[src/rtl/spy_ctrl_pkg.sv]
// Shared types for the spy-chain trial sequencer: FSM encoding, minimum settle
// length and the burst result record.
package spy_ctrl_pkg;

  localparam int SPY_MIN_SETTLE = 2;
  localparam int SPY_RES_W      = 16;

  typedef enum logic [2:0] {
    ST_IDLE    = 3'd0,
    ST_SETTLE  = 3'd1,
    ST_LAUNCH  = 3'd2,
    ST_WAIT    = 3'd3,
    ST_CAPTURE = 3'd4,
    ST_CHECK   = 3'd5,
    ST_REPORT  = 3'd6
  } spy_ctrl_state_t;

  typedef struct packed {
    logic [SPY_RES_W-1:0] err_count;
    logic [SPY_RES_W-1:0] trial_count;
  } spy_result_t;

endpackage

[src/rtl/spy_chain_sampler_ctrl_if.sv]
// Control/readout bundle between the burst requester and the spy sampler.
interface spy_chain_sampler_ctrl_if #(
  parameter int CNT_W = 16,
  parameter int GAP_W = 4
);
  logic             start;
  logic [CNT_W-1:0] num_trials;
  logic [GAP_W-1:0] launch_gap;
  logic             busy;
  logic             res_valid;
  logic             res_ready;
  logic [CNT_W-1:0] err_count;
  logic [CNT_W-1:0] trial_count;

  modport master (
    output start, num_trials, launch_gap, res_ready,
    input  busy, res_valid, err_count, trial_count
  );

  modport slave (
    input  start, num_trials, launch_gap, res_ready,
    output busy, res_valid, err_count, trial_count
  );
endinterface

[src/rtl/spy_capture_sync.sv]
// Enable-gated capture flop on the chain output plus one resync flop; kept as
// its own module so the capture flop can be pinned next to the chain.
module spy_capture_sync (
  input  logic clk,
  input  logic rst_n,
  input  logic i_cap_en,
  input  logic i_path_out,
  output logic o_cap_sync
);
  logic r_cap;
  logic r_sync;

  always_ff @(posedge clk) begin
    if (!rst_n) begin
      r_cap  <= 1'b0;
      r_sync <= 1'b0;
    end else begin
      if (i_cap_en) r_cap <= i_path_out;
      r_sync <= r_cap;
    end
  end

  assign o_cap_sync = r_sync;
endmodule

[src/rtl/spy_chain_sampler_ctrl.sv]
// Trial sequencer for a spy delay chain: launch, capture after a gap, count late
// arrivals. Define SPY_SAMPLE_LOG_EN to add the 32-bit per-trial mismatch log.
module spy_chain_sampler_ctrl
  import spy_ctrl_pkg::*;
#(
  parameter int CNT_W      = 16,
  parameter int GAP_W      = 4,
  parameter int SETTLE_CYC = 8,
  parameter bit EXPECT_INV = 1'b0
) (
  input  logic                       clk,
  input  logic                       rst_n,
  spy_chain_sampler_ctrl_if.slave    bus,
  output logic                       path_in,
  input  logic                       path_out
`ifdef SPY_SAMPLE_LOG_EN
  ,
  output logic [31:0]                sample_log
`endif
);
  localparam int SETTLE_EFF = (SETTLE_CYC < SPY_MIN_SETTLE) ? SPY_MIN_SETTLE : SETTLE_CYC;
  localparam int SET_W      = $clog2(SETTLE_EFF + 1);

  spy_ctrl_state_t  r_state;
  logic [CNT_W-1:0] r_num;
  logic [CNT_W-1:0] r_err;
  logic [CNT_W-1:0] r_trials;
  logic [GAP_W-1:0] r_gap;
  logic [GAP_W-1:0] r_gap_cnt;
  logic [SET_W-1:0] r_set_cnt;
  logic             r_path_in;
  logic             r_expect;
  logic             w_cap_en;
  logic             w_cap_sync;
  logic             w_accept;
  logic             w_mismatch;

  assign w_accept   = (r_state == ST_IDLE) && bus.start;
  // Capture edge is the one closing the last WAIT cycle, i.e. launch_gap edges after launch.
  assign w_cap_en   = (r_state == ST_WAIT) && (r_gap_cnt == GAP_W'(1));
  assign w_mismatch = w_cap_sync ^ r_expect;

  spy_capture_sync u_cap (
    .clk        (clk),
    .rst_n      (rst_n),
    .i_cap_en   (w_cap_en),
    .i_path_out (path_out),
    .o_cap_sync (w_cap_sync)
  );

  always_ff @(posedge clk) begin
    if (!rst_n) begin
      r_state   <= ST_IDLE;
      r_num     <= '0;
      r_err     <= '0;
      r_trials  <= '0;
      r_gap     <= GAP_W'(1);
      r_gap_cnt <= '0;
      r_set_cnt <= '0;
      r_path_in <= 1'b0;
      r_expect  <= 1'b0;
    end else begin
      case (r_state)
        ST_IDLE: begin
          if (bus.start) begin
            r_num     <= bus.num_trials;
            r_gap     <= (bus.launch_gap == '0) ? GAP_W'(1) : bus.launch_gap;
            r_err     <= '0;
            r_trials  <= '0;
            r_set_cnt <= SET_W'(SETTLE_EFF - 1);
            r_state   <= (bus.num_trials == '0) ? ST_REPORT : ST_SETTLE;
          end
        end
        ST_SETTLE: begin
          if (r_set_cnt == '0) r_state   <= ST_LAUNCH;
          else                 r_set_cnt <= r_set_cnt - SET_W'(1);
        end
        ST_LAUNCH: begin
          r_path_in <= ~r_path_in;
          r_expect  <= ~r_path_in ^ EXPECT_INV;
          r_gap_cnt <= r_gap;
          r_state   <= ST_WAIT;
        end
        ST_WAIT: begin
          if (w_cap_en) r_state   <= ST_CAPTURE;
          else          r_gap_cnt <= r_gap_cnt - GAP_W'(1);
        end
        ST_CAPTURE: r_state <= ST_CHECK;
        ST_CHECK: begin
          r_trials <= r_trials + CNT_W'(1);
          if (w_mismatch && (r_err != '1)) r_err <= r_err + CNT_W'(1);
          if (r_trials + CNT_W'(1) == r_num) begin
            r_state <= ST_REPORT;
          end else begin
            r_set_cnt <= SET_W'(SETTLE_EFF - 1);
            r_state   <= ST_SETTLE;
          end
        end
        ST_REPORT: if (bus.res_ready) r_state <= ST_IDLE;
        default:   r_state <= ST_IDLE;
      endcase
    end
  end

`ifdef SPY_SAMPLE_LOG_EN
  logic [31:0] r_log;

  always_ff @(posedge clk) begin
    if (!rst_n)                    r_log <= '0;
    else if (w_accept)             r_log <= '0;
    else if (r_state == ST_CHECK)  r_log <= {r_log[30:0], w_mismatch};
  end

  assign sample_log = r_log;
`endif

  assign path_in         = r_path_in;
  assign bus.busy        = (r_state != ST_IDLE);
  assign bus.res_valid   = (r_state == ST_REPORT);
  assign bus.err_count   = r_err;
  assign bus.trial_count = r_trials;
endmodule

[src/flat_wrapper.sv]
// flat-port wrapper written by rule: the top's interface ports become plain ports
module spy_chain_sampler_ctrl_flat import spy_ctrl_pkg::*;
#(
  parameter int CNT_W      = 16,
  parameter int GAP_W      = 4,
  parameter int SETTLE_CYC = 8,
  parameter bit EXPECT_INV = 1'b0
)
  (clk, rst_n, path_in, path_out, bus_start, bus_num_trials, bus_launch_gap, bus_res_ready, bus_busy, bus_res_valid, bus_err_count, bus_trial_count);
  spy_chain_sampler_ctrl_if #(.CNT_W(CNT_W), .GAP_W(GAP_W)) bus_i ();
  input  logic clk;
  input  logic rst_n;
  output logic path_in;
  input  logic path_out;
  input wire logic [$bits(bus_i.start)-1:0] bus_start;
  input wire logic [$bits(bus_i.num_trials)-1:0] bus_num_trials;
  input wire logic [$bits(bus_i.launch_gap)-1:0] bus_launch_gap;
  input wire logic [$bits(bus_i.res_ready)-1:0] bus_res_ready;
  output wire logic [$bits(bus_i.busy)-1:0] bus_busy;
  output wire logic [$bits(bus_i.res_valid)-1:0] bus_res_valid;
  output wire logic [$bits(bus_i.err_count)-1:0] bus_err_count;
  output wire logic [$bits(bus_i.trial_count)-1:0] bus_trial_count;
  assign bus_i.start = bus_start;
  assign bus_i.num_trials = bus_num_trials;
  assign bus_i.launch_gap = bus_launch_gap;
  assign bus_i.res_ready = bus_res_ready;
  assign bus_busy = bus_i.busy;
  assign bus_res_valid = bus_i.res_valid;
  assign bus_err_count = bus_i.err_count;
  assign bus_trial_count = bus_i.trial_count;
  spy_chain_sampler_ctrl #(.CNT_W(CNT_W), .GAP_W(GAP_W), .SETTLE_CYC(SETTLE_CYC), .EXPECT_INV(EXPECT_INV)) u_core (.clk(clk), .rst_n(rst_n), .bus(bus_i), .path_in(path_in), .path_out(path_out));
endmodule
[config.mk]
export PLATFORM = sky130hd
export DESIGN_NAME = spy_chain_sampler_ctrl_flat
export DESIGN_NICKNAME = d
export VERILOG_FILES = /design/src/rtl/spy_ctrl_pkg.sv /design/src/rtl/spy_chain_sampler_ctrl_if.sv /design/src/rtl/spy_capture_sync.sv /design/src/rtl/spy_chain_sampler_ctrl.sv /design/src/flat_wrapper.sv
export SDC_FILE = /design/constraint.sdc
export NUM_CORES = 1
export LEC_CHECK = 0
export ABC_CLOCK_PERIOD_IN_PS = 2950
export BUFFER_PORTS_ARGS = -buffer_cell sky130_fd_sc_hd__buf_2
export CAP_MARGIN = 40
export CORE_UTILIZATION = 50
export CTS_BUF_LIST = sky130_fd_sc_hd__clkbuf_8
export CTS_CLUSTER_SIZE = 20
export DETAILED_ROUTE_END_ITERATION = 7
export GPL_TIMING_DRIVEN = 0
export PLACE_DENSITY = 0.72
export SETUP_SLACK_MARGIN = 0.4
export SLEW_MARGIN = 20
export SYNTH_ARGS = -nofsm -noshare
export SYNTH_HDL_FRONTEND = slang
export SYNTH_HIERARCHICAL = 1
export SYNTH_SLANG_ARGS = --single-unit
export TNS_END_PERCENT = 20
[constraint.sdc]
create_clock -name clk -period 2.95 [get_ports clk]
set_input_delay 0.1475 -clock clk [delete_from_list [all_inputs] [get_ports clk]]
set_output_delay 0.1475 -clock clk [all_outputs]
set_load 0.02 [all_outputs]
# Word-level counts from Yosys, hierarchy flattened
# Cells that the tools add are included.
dict set report totals {
  word_cells 67
  input_bits 25
  register_bits 66
  output_inout_bits 35
}
dict set report classes {
  n_mux 18
  add_sub_neg 4
  n_reduce_logical 16
  n_eq_ne 17
  bitwise 2
}
# op n
set op_table {}
lappend op_table {{case mux 16 bit (2 select lines)} 2}
lappend op_table {{adder 16 x 1 -> 16 bit, second input constant} 2}
lappend op_table {{2-to-1 mux 16 bit} 2}
lappend op_table {{case mux 3 bit (7 select lines)} 1}
lappend op_table {{2-to-1 mux 4 bit} 5}
lappend op_table {{2-to-1 mux 3 bit} 6}
lappend op_table {{== test 16 bit} 1}
lappend op_table {{logical NOT 16 bit} 1}
lappend op_table {{inequality test 16 bit, second input constant} 1}
lappend op_table {{inequality test 2 bit, second input constant} 6}
lappend op_table {{case mux 4 bit (3 select lines)} 1}
lappend op_table {{== test 3 bit, second input constant} 3}
lappend op_table {{logical NOT 4 bit} 2}
lappend op_table {{case mux 4 bit (2 select lines)} 1}
lappend op_table {{AND reduction 4 bit} 2}
lappend op_table {{subtractor 4 x 1 -> 4 bit, second input constant} 2}
lappend op_table {{== test 3 x 2 -> 1 bit, second input constant} 2}
lappend op_table {{AND reduction 2 bit} 3}
lappend op_table {{nonzero test 3 bit} 2}
lappend op_table {{== test 4 x 1 -> 1 bit, second input constant} 1}
lappend op_table {{inequality test 2 x 1 -> 1 bit, second input constant} 2}
lappend op_table {{nonzero test 2 bit} 2}
lappend op_table {{== test 3 x 1 -> 1 bit, second input constant} 1}
lappend op_table {{logical NOT 3 bit} 1}
lappend op_table {{4 further kinds} 5}

# Logic depth before layout (Yosys ltp)
# Gate-level depths: netlist (run 1).
dict set report depth {
  depth_word 4
  ltp_mapped 9
  depth_no_buf 9
}

# Cells and area by module
# The synthesis (run 1) kept the hierarchy.
# module n_inst cells_each area_each_um2
set by_module_without_submodules {}
lappend by_module_without_submodules {spy_chain_sampler_ctrl 1 492 3756.1}
lappend by_module_without_submodules {spy_capture_sync 1 5 62.6}

# Worst setup path before layout (run 1)
# Ideal clock, no wire load.
dict set report synth_path {
  path_type {reg-to-reg}
  start {register u_core.r_trials[0] (netlist: u_core/bus.trial_count[0])}
  end {register u_core.r_set_cnt[2]}
  setup_ns 0.118
  t_arrival_ns 2.462
  period_less_slack_ns 2.579
  path_slack_ns 0.371
  stages_incl_launch_ff 9
  cell_sequence {dfxtp_1 > ha_1 > xor2_1 > a311oi_1 > nand3_1 > or4_1 > a211oi_2 > a41oi_1 > o2111a_1}
}
dict set report synth_between {
  elab_chain_len 4
}
# item line
set synth_rtl {}
lappend synth_rtl {{start: declaration} spy_chain_sampler_ctrl.sv:27} ;# logic [CNT_W-1:0] r_trials;
lappend synth_rtl {{start signal: assignment} spy_chain_sampler_ctrl.sv:90} ;# r_trials <= r_trials + CNT_W'(1);
lappend synth_rtl {{adder 16 x 1 -> 16 bit} spy_chain_sampler_ctrl.sv:92} ;# if (r_trials + CNT_W'(1) == r_num) begin
lappend synth_rtl {{== test 16 bit} spy_chain_sampler_ctrl.sv:92}
lappend synth_rtl {{inequality test 2 bit (no source line)} n/a}
lappend synth_rtl {{AND reduction 4 bit (no source line)} n/a}
lappend synth_rtl {{end signal: assignment} spy_chain_sampler_ctrl.sv:70} ;# r_set_cnt <= SET_W'(SETTLE_EFF - 1);
lappend synth_rtl {{end signal: assignment} spy_chain_sampler_ctrl.sv:76} ;# else r_set_cnt <= r_set_cnt - SET_W'(1);
lappend synth_rtl {{end signal: assignment} spy_chain_sampler_ctrl.sv:95} ;# r_set_cnt <= SET_W'(SETTLE_EFF - 1);
lappend synth_rtl {{end: declaration} spy_chain_sampler_ctrl.sv:30} ;# logic [SET_W-1:0] r_set_cnt;
# No other way between the ends.
# A chain may end at the register's enable or synchronous reset.

# Worst setup path after layout (run 1)
# Same ends and word-level chain as after synthesis.

==> flow_summary_export.csv, run 1 <==
group,metric,value,unit
status,status,"finished clean",
synth,ys_ff_latch,66,
synth,synth_xor_area_share,8.028,%
routing,drt_iter0_drc,279,
layout,n_antenna_cell,0,
sta,fin_crit,2508,ps
routing,antenna_left,0,
placed_design,dp_hpwl,7312,um
synth,synth_area,0.003819,mm^2
die,die_area,0.007991,mm^2
synth,syn_inst,497,
sta,finalHoldViolCount,0,
synth,yosysUniqueCellTypes,55,
synth,synth_adder_area_share,1.638,%
routing,vias,3890,
sta,fmax,398.8,MHz
die,num_rows,31,
worst_setup_path,critPathKind,"register to register",
global_route,grt_pass1_vias,3274,
power_and_ir_drop,ir_drop,0.0002688,V
clock_network,cts_hold_buf,0,
layout,fin_area,0.004603,mm^2
layout,fill_cells,666,
sta,slew_violations,0,
worst_setup_path,start_kind,"register",
die,initial_core_util,52.09,%
clock_network,cts_buffers,9,
synth,synth_flop_cell,"dfxtp_1",
worst_setup_path,crit_arrival,2750,ps
global_route,grt_usage,26.81,%
synth,yosys.area_share.simple,30.93,%
power_and_ir_drop,p_total,2.388,mW
sta,setup_tns,0,ps
sta,clock_skew,8.461,ps
sta,rsz0062_at_grt,"true",
routing,wire_per_inst,14.88,um
clock_network,clk_pin_slew,80,ps
routing,finalWirelength,10170,um
worst_setup_path,crit_path_end_kind,"register",
worst_setup_path,crit_fanout,6,
layout,drive_above_1_share,19.35,%
global_route,overflow,0,
layout,nets,609,
layout,area_growth,20.54,%
placed_design,placed_area,0.004239,mm^2
layout,mostFrequentLayoutCells,"nand2_1, dfxtp_1, buf_2, nor2_1, nand3_1",
global_route,grt_max_degree,13,
synth,synth_area_per_cell,7.683,um^2
die,io_pins,60,
synth,synth_top_family_by_area,"simple AND/OR/NAND/NOR gates",
worst_hold_path,hp-class,"primary input to register",
worst_setup_path,worstPathRequired,3200,ps
synth,yosysSeqAreaShare,34.60,%
clock_network,cts.sinks,66,
clock_network,root_buffer,"clkbuf_8",
sta,slew_headroom,61.17,%
sta,tightest_slew,582.5,ps
job,cap_violations,0,
clock_network,htreeDepth,3,
synth,synth.area.mux_share,1.573,%
synth,synth_edf_count,0,
sta,setup_viol,0,
sta,fin_ws,442.4,ps
die,core,0.007331,mm^2
worst_setup_path,worstPathCellList,"ha_4 -> and3_4 -> buf_8 -> a311oi_2 -> a31oi_2 -> or4_4 -> a211oi_2 -> a41oi_2 -> o2111a_1",
routing,vias_per_cell,5.695,
power_and_ir_drop,p_leak,1.889,nW
synth,synth-async-reset-ratio,0,%
synth,syn_nets,527,
placed_design,io_buffers,59,
sta,period_share,85.00,%
clock_network,clk_path_buf_depth,2,
layout,final_common_cell,"nand2_1",
die,fp.dieH,89.39,um
worst_setup_path,cpPeakStageDelay,540,ps
placed_design,gp_congestion,0.9416,
synth,synth_compound_area_share,18.28,%
clock_network,cts_tree,"yes",
worst_setup_path,cp_slowest_cell,"or4_4",
routing,drt-pass1-iter-count,5,
power_and_ir_drop,p_per_area,518.7,mW/mm^2
clock_network,insertion_delay,350,ps
placed_design,pre_cts_slack,265.7,ps
die,die_w,89.39,um
routing,drc,0,
global_route,antenna_found_initial,0,
global_route,grt_first_pass_wirelength,16070,um
synth,yosysWarnings,6,
==> synth_stat cells (all sizes together), types with 2 or more instances <==
cell	count	area share, %
or3	7	1.1
nand2b	4	0.66
dfxtp	66	35
o21ai	24	3.1
and2	8	1.3
a211oi	2	0.52
xnor2	8	1.8
and4	4	0.92
nor4	12	2.0
nor2	44	4.3
nand2	82	8.1
o221ai	2	0.46
inv	13	1.3
and3	7	1.3
o211ai	2	0.39
xor2	27	6.2
a31oi	7	1.1
o21a	3	0.59
clkbuf	18	1.8
o211a	5	1.3
or4	2	0.39
a21boi	23	4.5
ha	5	1.6
nor2b	13	2.1
o22ai	2	0.33
nand3	30	3.9
nor3	17	2.2
nand4	8	1.3
buf	10	1.9
a21oi	11	1.4
a22oi	6	1.2
o31ai	2	0.39
a41oi	2	0.46
a311oi	2	0.62
mux2i	6	1.6
==> worst paths after layout <==
check / start / cells after the start / slack, ps / endpoint
setup / recovery: u_core/bus.trial_count[0] / 9 / 440 / u_core/r_set_cnt[2]
hold / removal: rst_n / 2 / 40 / u_core/u_cap/o_cap_sync
setup reg to reg: u_core/bus.trial_count[0] / 9 / 440 / u_core/r_set_cnt[2]
hold reg to reg: u_core/u_cap/r_cap / 1 / 460 / u_core/u_cap/o_cap_sync
==> state kept, by name, indices dropped and copies added (netlist names) <==
signal                   cells
u_core/r_state               3
u_core/r_expect              1
u_core/bus.trial_count      16
u_core/u_cap/r_cap           1
u_core/r_gap                 4
u_core/u_cap/o_cap_sync      1
u_core/r_gap_cnt             4
u_core/r_num                16
u_core/r_set_cnt             4
u_core/bus.err_count        16
==> routing by layer <==
metal	wire (um)	GRT usage [%]	share of wire, %	vias up
met5	0	0	0	-
met3	907	5.633	8.9	15
met1	4671	37.06	46	1773
met4	167	10.10	1.6	0
met2	4419	41.01	43	178
li1	-	-	-	1924
==> worst max-delay path, delay by kind of cell (launching register included) <==
family / cells / cell delay, ps
compound gates: 5 / 1020
flops: 1 / 370
simple gates: 2 / 730
buf+inv: 1 / 130
fa+ha+maj: 1 / 160
==> layout make-up <==
class | instances | area, um^2 | area share, %
clock inverters | 6 | 65.06 | 1.413
well taps | 99 | 123.9 | 2.691
multi-input cells | 390 | 2365 | 51.37
plain buffers | 28 | 147.6 | 3.207
repair buffers | 71 | 385.4 | 8.372
flip-flops and latches | 66 | 1330 | 28.89
clock buffers | 10 | 137.6 | 2.990
inverters | 13 | 48.80 | 1.060
==> kinds of logic (layout without fill, tap and decap cells) <==
group / count (synthesis) / in the layout
fa+ha+maj: 5 / 5
simple gates: 244 / 244
mux: 6 / 6
xor+xnor: 35 / 35
compound gates: 100 / 100
flops: 66 / 66
buf+inv: 41 / 128
==> where the power goes <==
part | total (mW) | internal [mW] | leakage (nW) | switching (mW)
Sequential | 1.02 | 0.955 | 0.538 | 0.0607
Clock | 0.784 | 0.415 | 0.103 | 0.369
Combinational | 0.588 | 0.222 | 1.25 | 0.366
Total | 2.39 | 1.59 | 1.89 | 0.796
==> metrics by stage <==
| step | hold slack [ps] | utilization (%) | instances |
|---|---|---|---|
| after global routing | 31.75 | 62.79 | 683 |
| after CTS | 25.20 | 61.07 | 671 |
| after detailed placement | 391.4 | 57.83 | 655 |
| after floorplan | 274.8 | - | 497 |
| final | 35.46 | 62.79 | 683 |
| after global placement | 382.0 | 57.83 | 655 |
==> repair_timing <==
item	4_1_cts	5_1_grt
hold endpoints to repair	0	0
setup endpoints to repair	3	8
pin swaps	2	12
setup buffers	0	12
resized for setup	8	12
Power figures use the tool's default switching activity.
==> run 2, diff against run 1 <==
--- a/config.mk
+++ b/config.mk
@@ -5,7 +5,8 @@
 export SDC_FILE = /design/constraint.sdc
 export NUM_CORES = 1
 export LEC_CHECK = 0
-export ABC_CLOCK_PERIOD_IN_PS = 2950
+export ABC_AREA = 1
+export ABC_CLOCK_PERIOD_IN_PS = 3160
 export BUFFER_PORTS_ARGS = -buffer_cell sky130_fd_sc_hd__buf_2
 export CAP_MARGIN = 40
 export CORE_UTILIZATION = 50
==> constraint.sdc (replaced) <==
create_clock -name clk -period 3.16 [get_ports clk]
set_input_delay 0.158 -clock clk [delete_from_list [all_inputs] [get_ports clk]]
set_output_delay 0.158 -clock clk [all_outputs]
set_load 0.02 [all_outputs]
==> run 2 against run 1 <==
Compared with the run above: clock power decreased by 8.4%; synthesized area fell by 1.7%; maximum frequency rose by 5.5%; critical path depth up 5; core utilization decreased by 2.6 points; critical path type unchanged.
==> flow_summary_export.csv, run 2 <==
group,metric,value,unit
power_and_ir_drop,p_int,1.587,mW
job,cap_violations,0,
routing,drt-pass1-iter-count,8,
synth,synth-async-reset-ratio,0,%
clock_network,root_buffer,"clkbuf_8",
placed_design,placed_area,0.004173,mm^2
power_and_ir_drop,p_comb_share,31.4,%
layout,final_util,60.22,%
clock_network,clk_path_buf_depth,2,
synth,yosysUniqueCellTypes,32,
power_and_ir_drop,p_per_area,578.0,mW/mm^2
synth,yosysTopAreaCell,"dfxtp_1",
clock_network,cts_tree,"yes",
placed_design,pre_cts_slack,777.9,ps
sta,slew_violations,0,
synth,synth_flop_cell,"dfxtp_1",
sta,slew_headroom,52.09,%
layout,final_common_cell,"nand2_1",
clock_network,htreeDepth,3,
sta,tightest_slew,718.7,ps
clock_network,post_cts_buffers,0,
clock_network,cts_buffers,9,
routing,vias_per_cell,5.273,
worst_setup_path,critPathKind,"register to register",
synth,synth_area,0.003754,mm^2
clock_network,insertion_delay,350,ps
worst_setup_path,crit_arrival,2620,ps
routing,vias,3955,
layout,final_cell_count_no_fill,750,
power_and_ir_drop,p_total,2.525,mW
die,initial_core_util,51.75,%
worst_setup_path,start_kind,"register",
sta,clock_skew,13.94,ps
layout,nets,676,
layout,n_antenna_cell,0,
layout,mostFrequentLayoutCells,"nand2_1, inv_1, dfxtp_1, buf_2, nand3_1",
sta,finalHoldViolCount,0,
worst_setup_path,worstPathRequired,3400,ps
clock_network,clk_pin_slew,70,ps
power_and_ir_drop,clock_power_share,28.4,%
worst_setup_path,path_buf_inv,1,
placed_design,dp_hpwl,7417,um
clock_network,post_cts_resized,0,
synth,synth.most_common_cell,"nand2_1",
global_route,grt_first_pass_wirelength,16030,um
worst_setup_path,worstPathCellList,"ha_1 -> nand3_1 -> nor2_1 -> nand2_1 -> nand3_1 -> nand2_1 -> nor2_1 -> nand2_1 -> nor2_2 -> nand4_4 -> nand2_4 -> inv_2 -> nor2_1 -> nor2_1",
sta,holdWs,70.05,ps
synth,syn_inst,576,
worst_setup_path,crit_top_cell,"nor2_1",
routing,drt_iter0_drc,173,
worst_hold_path,hp-class,"primary input to register",
die,num_rows,31,
sta,setup_tns,0,ps
synth,synth_edf_count,0,
global_route,overflow,0,
die,die_w,88.65,um
worst_setup_path,crit_path_end_kind,"register",
status,status,"finished clean",
die,die_area,0.007858,mm^2
sta,fin_ws,782.9,ps
routing,wire_per_inst,13.20,um
synth,yosysSeqAreaShare,35.20,%
clock_network,cts_hold_buf,0,
die,fp.dieH,88.65,um
die,io_pins,60,
worst_setup_path,crit_family,"simple AND/OR/NAND/NOR gates",
layout,fin_area,0.004368,mm^2
sta,fin_crit,2377,ps
synth,synth_common_cells,"nand2_1, inv_1, dfxtp_1",
worst_setup_path,cp_slowest_cell,"dfxtp_1",
synth,yosysWarnings,6,
placed_design,dp_cells,734,
placed_design,gp_congestion,0.8635,
die,core,0.007253,mm^2
synth,ys_ff_latch,66,
global_route,grt_usage,26.80,%
synth,syn_nets,606,
power_and_ir_drop,p_sw_share,37.14,%
worst_setup_path,crit_fanout,7,
sta,setup_viol,0,
global_route,grt_max_degree,12,
global_route,antenna_found_initial,0,
layout,area_growth,16.37,%
layout,drive_above_1_share,16.74,%
routing,antenna_left,0,
power_and_ir_drop,p_leak,1.961,nW
power_and_ir_drop,seqPwrFrac,40.2,%
synth,synth_top_area_share,35.20,%
global_route,grt_pass1_vias,3501,
sta,rsz0062_at_grt,"false",
worst_setup_path,cpPeakStageDelay,460,ps
synth,synth_area_leaders,"dfxtp_1, nand2_1, nand3_1, a21oi_1, inv_1",
sta,fmax,420.7,MHz
synth,synth_area_per_cell,6.517,um^2
placed_design,io_buffers,59,
sta,period_share,75.23,%
power_and_ir_drop,switchingPower,0.9375,mW
routing,finalWirelength,9902,um
clock_network,cts.sinks,66,
routing,drc,0,
power_and_ir_drop,ir_drop,0.0004020,V
==> run 2: cell types whose count changed after synthesis, moves of 9 or more <==
cell	before	now
inv_1	13	69
nand3_1	30	54
xor2_1	27	9
a21boi_0	23	0
nand2_1	82	161
a21oi_1	11	53
clkbuf_1	18	9
nor2b_1	13	0
==> run 2: worst reg2reg max path, delay by kind of cell, from the launching register on <==
| family | cells | cell delay, ps |
|---|---|---|
| adder cells (fa/ha/maj) | 1 | 250 |
| buffers and inverters | 1 | 40 |
| flip-flops | 1 | 460 |
| AND/OR/NAND/NOR | 12 | 1530 |
==> run 2: path summary, 6_finish.rpt <==
kind | startpoint | to | slack (ps) | cells after the start
max | u_core/bus.trial_count[0] | u_core/r_set_cnt[1] | 780 | 14
min | bus_launch_gap[0] | u_core/r_gap[0] | 70 | 3
max reg2reg | u_core/bus.trial_count[0] | u_core/r_set_cnt[1] | 780 | 14
min reg2reg | u_core/u_cap/r_cap | u_core/u_cap/o_cap_sync | 430 | 2
==> run 2: layout make-up <==
cell class	instances	area (um^2)
buffer	13	52.55
clock buffer	10	137.6
clock inverter	6	57.56
fill	719	2885
inverter	73	274.0
multi-input combinational	424	2106
sequential	66	1321
tap	99	123.9
timing repair buffer	59	295.3
==> run 2: logic make-up (layout without fill, tap and decap cells) <==
family                     after synthesis  in the layout  synth area share [%]
AOI/OAI and AO/OA                       92             92                 13.37
xor gates and xnor gates                12             12                 2.800
adders and majority gates                5              5                 1.667
buffers and inverters                   86            161                 8.700
DFF                                     66             66                 35.20
and+or+nand+nor                        315            315                 38.27
==> run 2: layer usage <==
| layer | up-vias | share of wire [%] | global-route usage (%) | wire length [um] |
|---|---|---|---|---|
| met2 | 111 | 47 | 45.87 | 4697 |
| met1 | 1825 | 45 | 33.41 | 4459 |
| met4 | 0 | 2.0 | 10.56 | 198 |
| li1 | 2002 | - | - | - |
| met3 | 17 | 5.5 | 4.757 | 546 |
| met5 | - | 0 | 0 | 0 |
==> run 2: power by group through the flow <==
stage          combinational, mW  sequential, mW  clock [mW]
6_report                   0.792            1.01       0.718
5_1_grt                    0.885            1.03       0.759
4_1_cts                    0.786            1.01       0.730
3_5_place_dp               0.780            1.03           0
3_3_place_gp               0.755            1.03           0
2_1_floorplan              0.589            1.02           0
==> run 3, diff against run 2 <==
--- a/config.mk
+++ b/config.mk
@@ -5,8 +5,8 @@
 export SDC_FILE = /design/constraint.sdc
 export NUM_CORES = 1
 export LEC_CHECK = 0
-export ABC_AREA = 1
-export ABC_CLOCK_PERIOD_IN_PS = 3160
+export ABC_AREA = 0
+export ABC_CLOCK_PERIOD_IN_PS = 2450
 export BUFFER_PORTS_ARGS = -buffer_cell sky130_fd_sc_hd__buf_2
 export CAP_MARGIN = 40
 export CORE_UTILIZATION = 50
==> constraint.sdc (replaced) <==
create_clock -name clk -period 2.45 [get_ports clk]
set_input_delay 0.1225 -clock clk [delete_from_list [all_inputs] [get_ports clk]]
set_output_delay 0.1225 -clock clk [all_outputs]
set_load 0.02 [all_outputs]
==> run 3 against run 2 <==
Compared with the run above: the flow now finishes with violations (setup timing); critical path type unchanged; highest routed layer unchanged; clock power increased by 45%; clock skew decreased by 4.6 ps; largest cell class unchanged; design area increased by 8.2%; via count increased by 0.81%.
==> flow_summary_export.csv, run 3 (synthesis gave the netlist of run 1 again) <==
group,metric,value,unit
die,initial_core_util,52.09,%
layout,nets,613,
status,status,"complete, but fails checks",
worst_setup_path,reg2reg_from,"u_core/bus.trial_count[0]",
status,violations,"setup timing",
job,cap_violations,0,
sta,slew_headroom,57.99,%
sta,rsz0062_at_grt,"true",
die,num_rows,31,
worst_setup_path,critPathKind,"register to register",
worst_setup_path,r2r_end,"u_core/r_set_cnt[2]",
die,fp.dieH,89.39,um
sta,slew_violations,0,
clock_network,clk_pin_slew,80,ps
global_route,grt_usage,26.96,%
clock_network,clk_path_buf_depth,2,
routing,finalWirelength,10630,um
worst_hold_path,hp-class,"primary input to register",
clock_network,cts_buffers,9,
routing,antenna_left,0,
clock_network,cts_tree,"yes",
global_route,grt_pass1_vias,3469,
worst_setup_path,crit_path_end_kind,"register",
sta,fmax,402.0,MHz
routing,drc,0,
die,core,0.007331,mm^2
clock_network,htreeDepth,3,
placed_design,dp_hpwl,7464,um
layout,mostFrequentLayoutCells,"nand2_1, buf_2, dfxtp_1, nor2_1, nand3_1",
clock_network,insertion_delay,350,ps
worst_setup_path,rr_worst_depth,9,
worst_hold_path,hold_path_end,"u_core/u_cap/o_cap_sync",
worst_setup_path,r2r_setup_slack,-40,ps
routing,wire_per_inst,15.47,um
placed_design,pre_cts_slack,-46.86,ps
die,die_area,0.007991,mm^2
routing,drt-pass1-iter-count,6,
worst_setup_path,worstPathRequired,2700,ps
global_route,overflow,0,
sta,setup_tns,-53.80,ps
routing,drt_iter0_drc,383,
layout,fin_area,0.004728,mm^2
power_and_ir_drop,ir_drop,0.0004144,V
sta,finalHoldViolCount,0,
sta,holdWs,19.15,ps
layout,drive_above_1_share,23.13,%
routing,wl_met3,830,um
power_and_ir_drop,p_per_area,638.4,mW/mm^2
worst_setup_path,start_kind,"register",
sta,setup_viol,3,
global_route,antenna_found_initial,0,
layout,final_common_cell,"nand2_1",
placed_design,io_buffers,59,
layout,final_util,64.50,%
worst_setup_path,crit_fanout,6,
worst_hold_path,hold_start,"rst_n",
sta,period_share,101.5,%
clock_network,cts.sinks,66,
worst_hold_path,whs_path_depth,2,
power_and_ir_drop,p_total,3.018,mW
worst_setup_path,crit_arrival,2730,ps
layout,n_antenna_cell,0,
layout,final_cell_count_no_fill,687,
sta,clock_skew,9.301,ps
die,die_w,89.39,um
power_and_ir_drop,p_leak,1.961,nW
sta,fin_ws,-37.75,ps
layout,area_growth,23.82,%
sta,tightest_slew,628.8,ps
routing,highest_layer,"met4",
global_route,grt_max_degree,13,
clock_network,root_buffer,"clkbuf_8",
placed_design,dp_cells,655,
global_route,grt_first_pass_wirelength,16540,um
routing,vias,3987,
placed_design,gp_congestion,1.010,
die,io_pins,60,
routing,wl_met2,4911,um
routing,vias_per_cell,5.803,
placed_design,placed_area,0.004278,mm^2
sta,fin_crit,2488,ps
routing,met1_length,4684,um
[run 3: routing by layer]
layer / GRT usage (%) / vias to the layer above
met5: 0 / -
li1: - / 1924
met1: 36.81 / 1832
met4: 10.25 / 0
met3: 3.693 / 26
met2: 43.23 / 205
[run 3: worst max path at each step]
stage / cells after the start / to / slack (ps) / startpoint
after CTS: 9 / u_core/r_set_cnt[2] / -10 / u_core/bus.trial_count[0]
final: 9 / u_core/r_set_cnt[2] / -40 / u_core/bus.trial_count[0]
after global routing: 9 / u_core/r_set_cnt[2] / -80 / u_core/bus.trial_count[1]
after floorplan: 9 / u_core/r_set_cnt[2] / 170 / u_core/bus.trial_count[0]
after global placement: 9 / u_core/r_set_cnt[2] / 4 / u_core/bus.trial_count[0]
after detailed placement: 9 / u_core/r_set_cnt[2] / -50 / u_core/bus.trial_count[0]
[run 3: cell type report]
type                    count  area [um^2]
fillers                   652         2603
clock buffers              10        137.6
clock inverters             6        90.09
well taps                  99        123.9
plain buffers              28        156.4
flip-flops and latches     66         1338
multi-input cells         390         2407
inverters                  13        48.80
repair buffers             75        426.7
[run 3: timing repair]
action / 4_1_cts / 5_1_grt
endpoints found under the setup margin: 36 / 56
gates resized for setup: 11 / 24
pin swaps: 3 / 9
buffers inserted: 7 / 9
hold buffers: 0 / 0
[run 3: report_power, final]
group	leakage, nW	internal [mW]	switching, mW	total, mW
Sequential	0.541	1.15	0.0744	1.22
Clock	0.112	0.602	0.441	1.04
Combinational	1.31	0.293	0.457	0.750
[run 3: worst max-delay path, stage by stage, from the launching register on]
cell and delay (ps):
dfxtp_4 360, ha_4 170, and3_4 160, buf_8 130
a311oi_2 270, a31oi_2 90, or4_4 540, a211oi_2 190
a41oi_2 180, o2111a_1 280
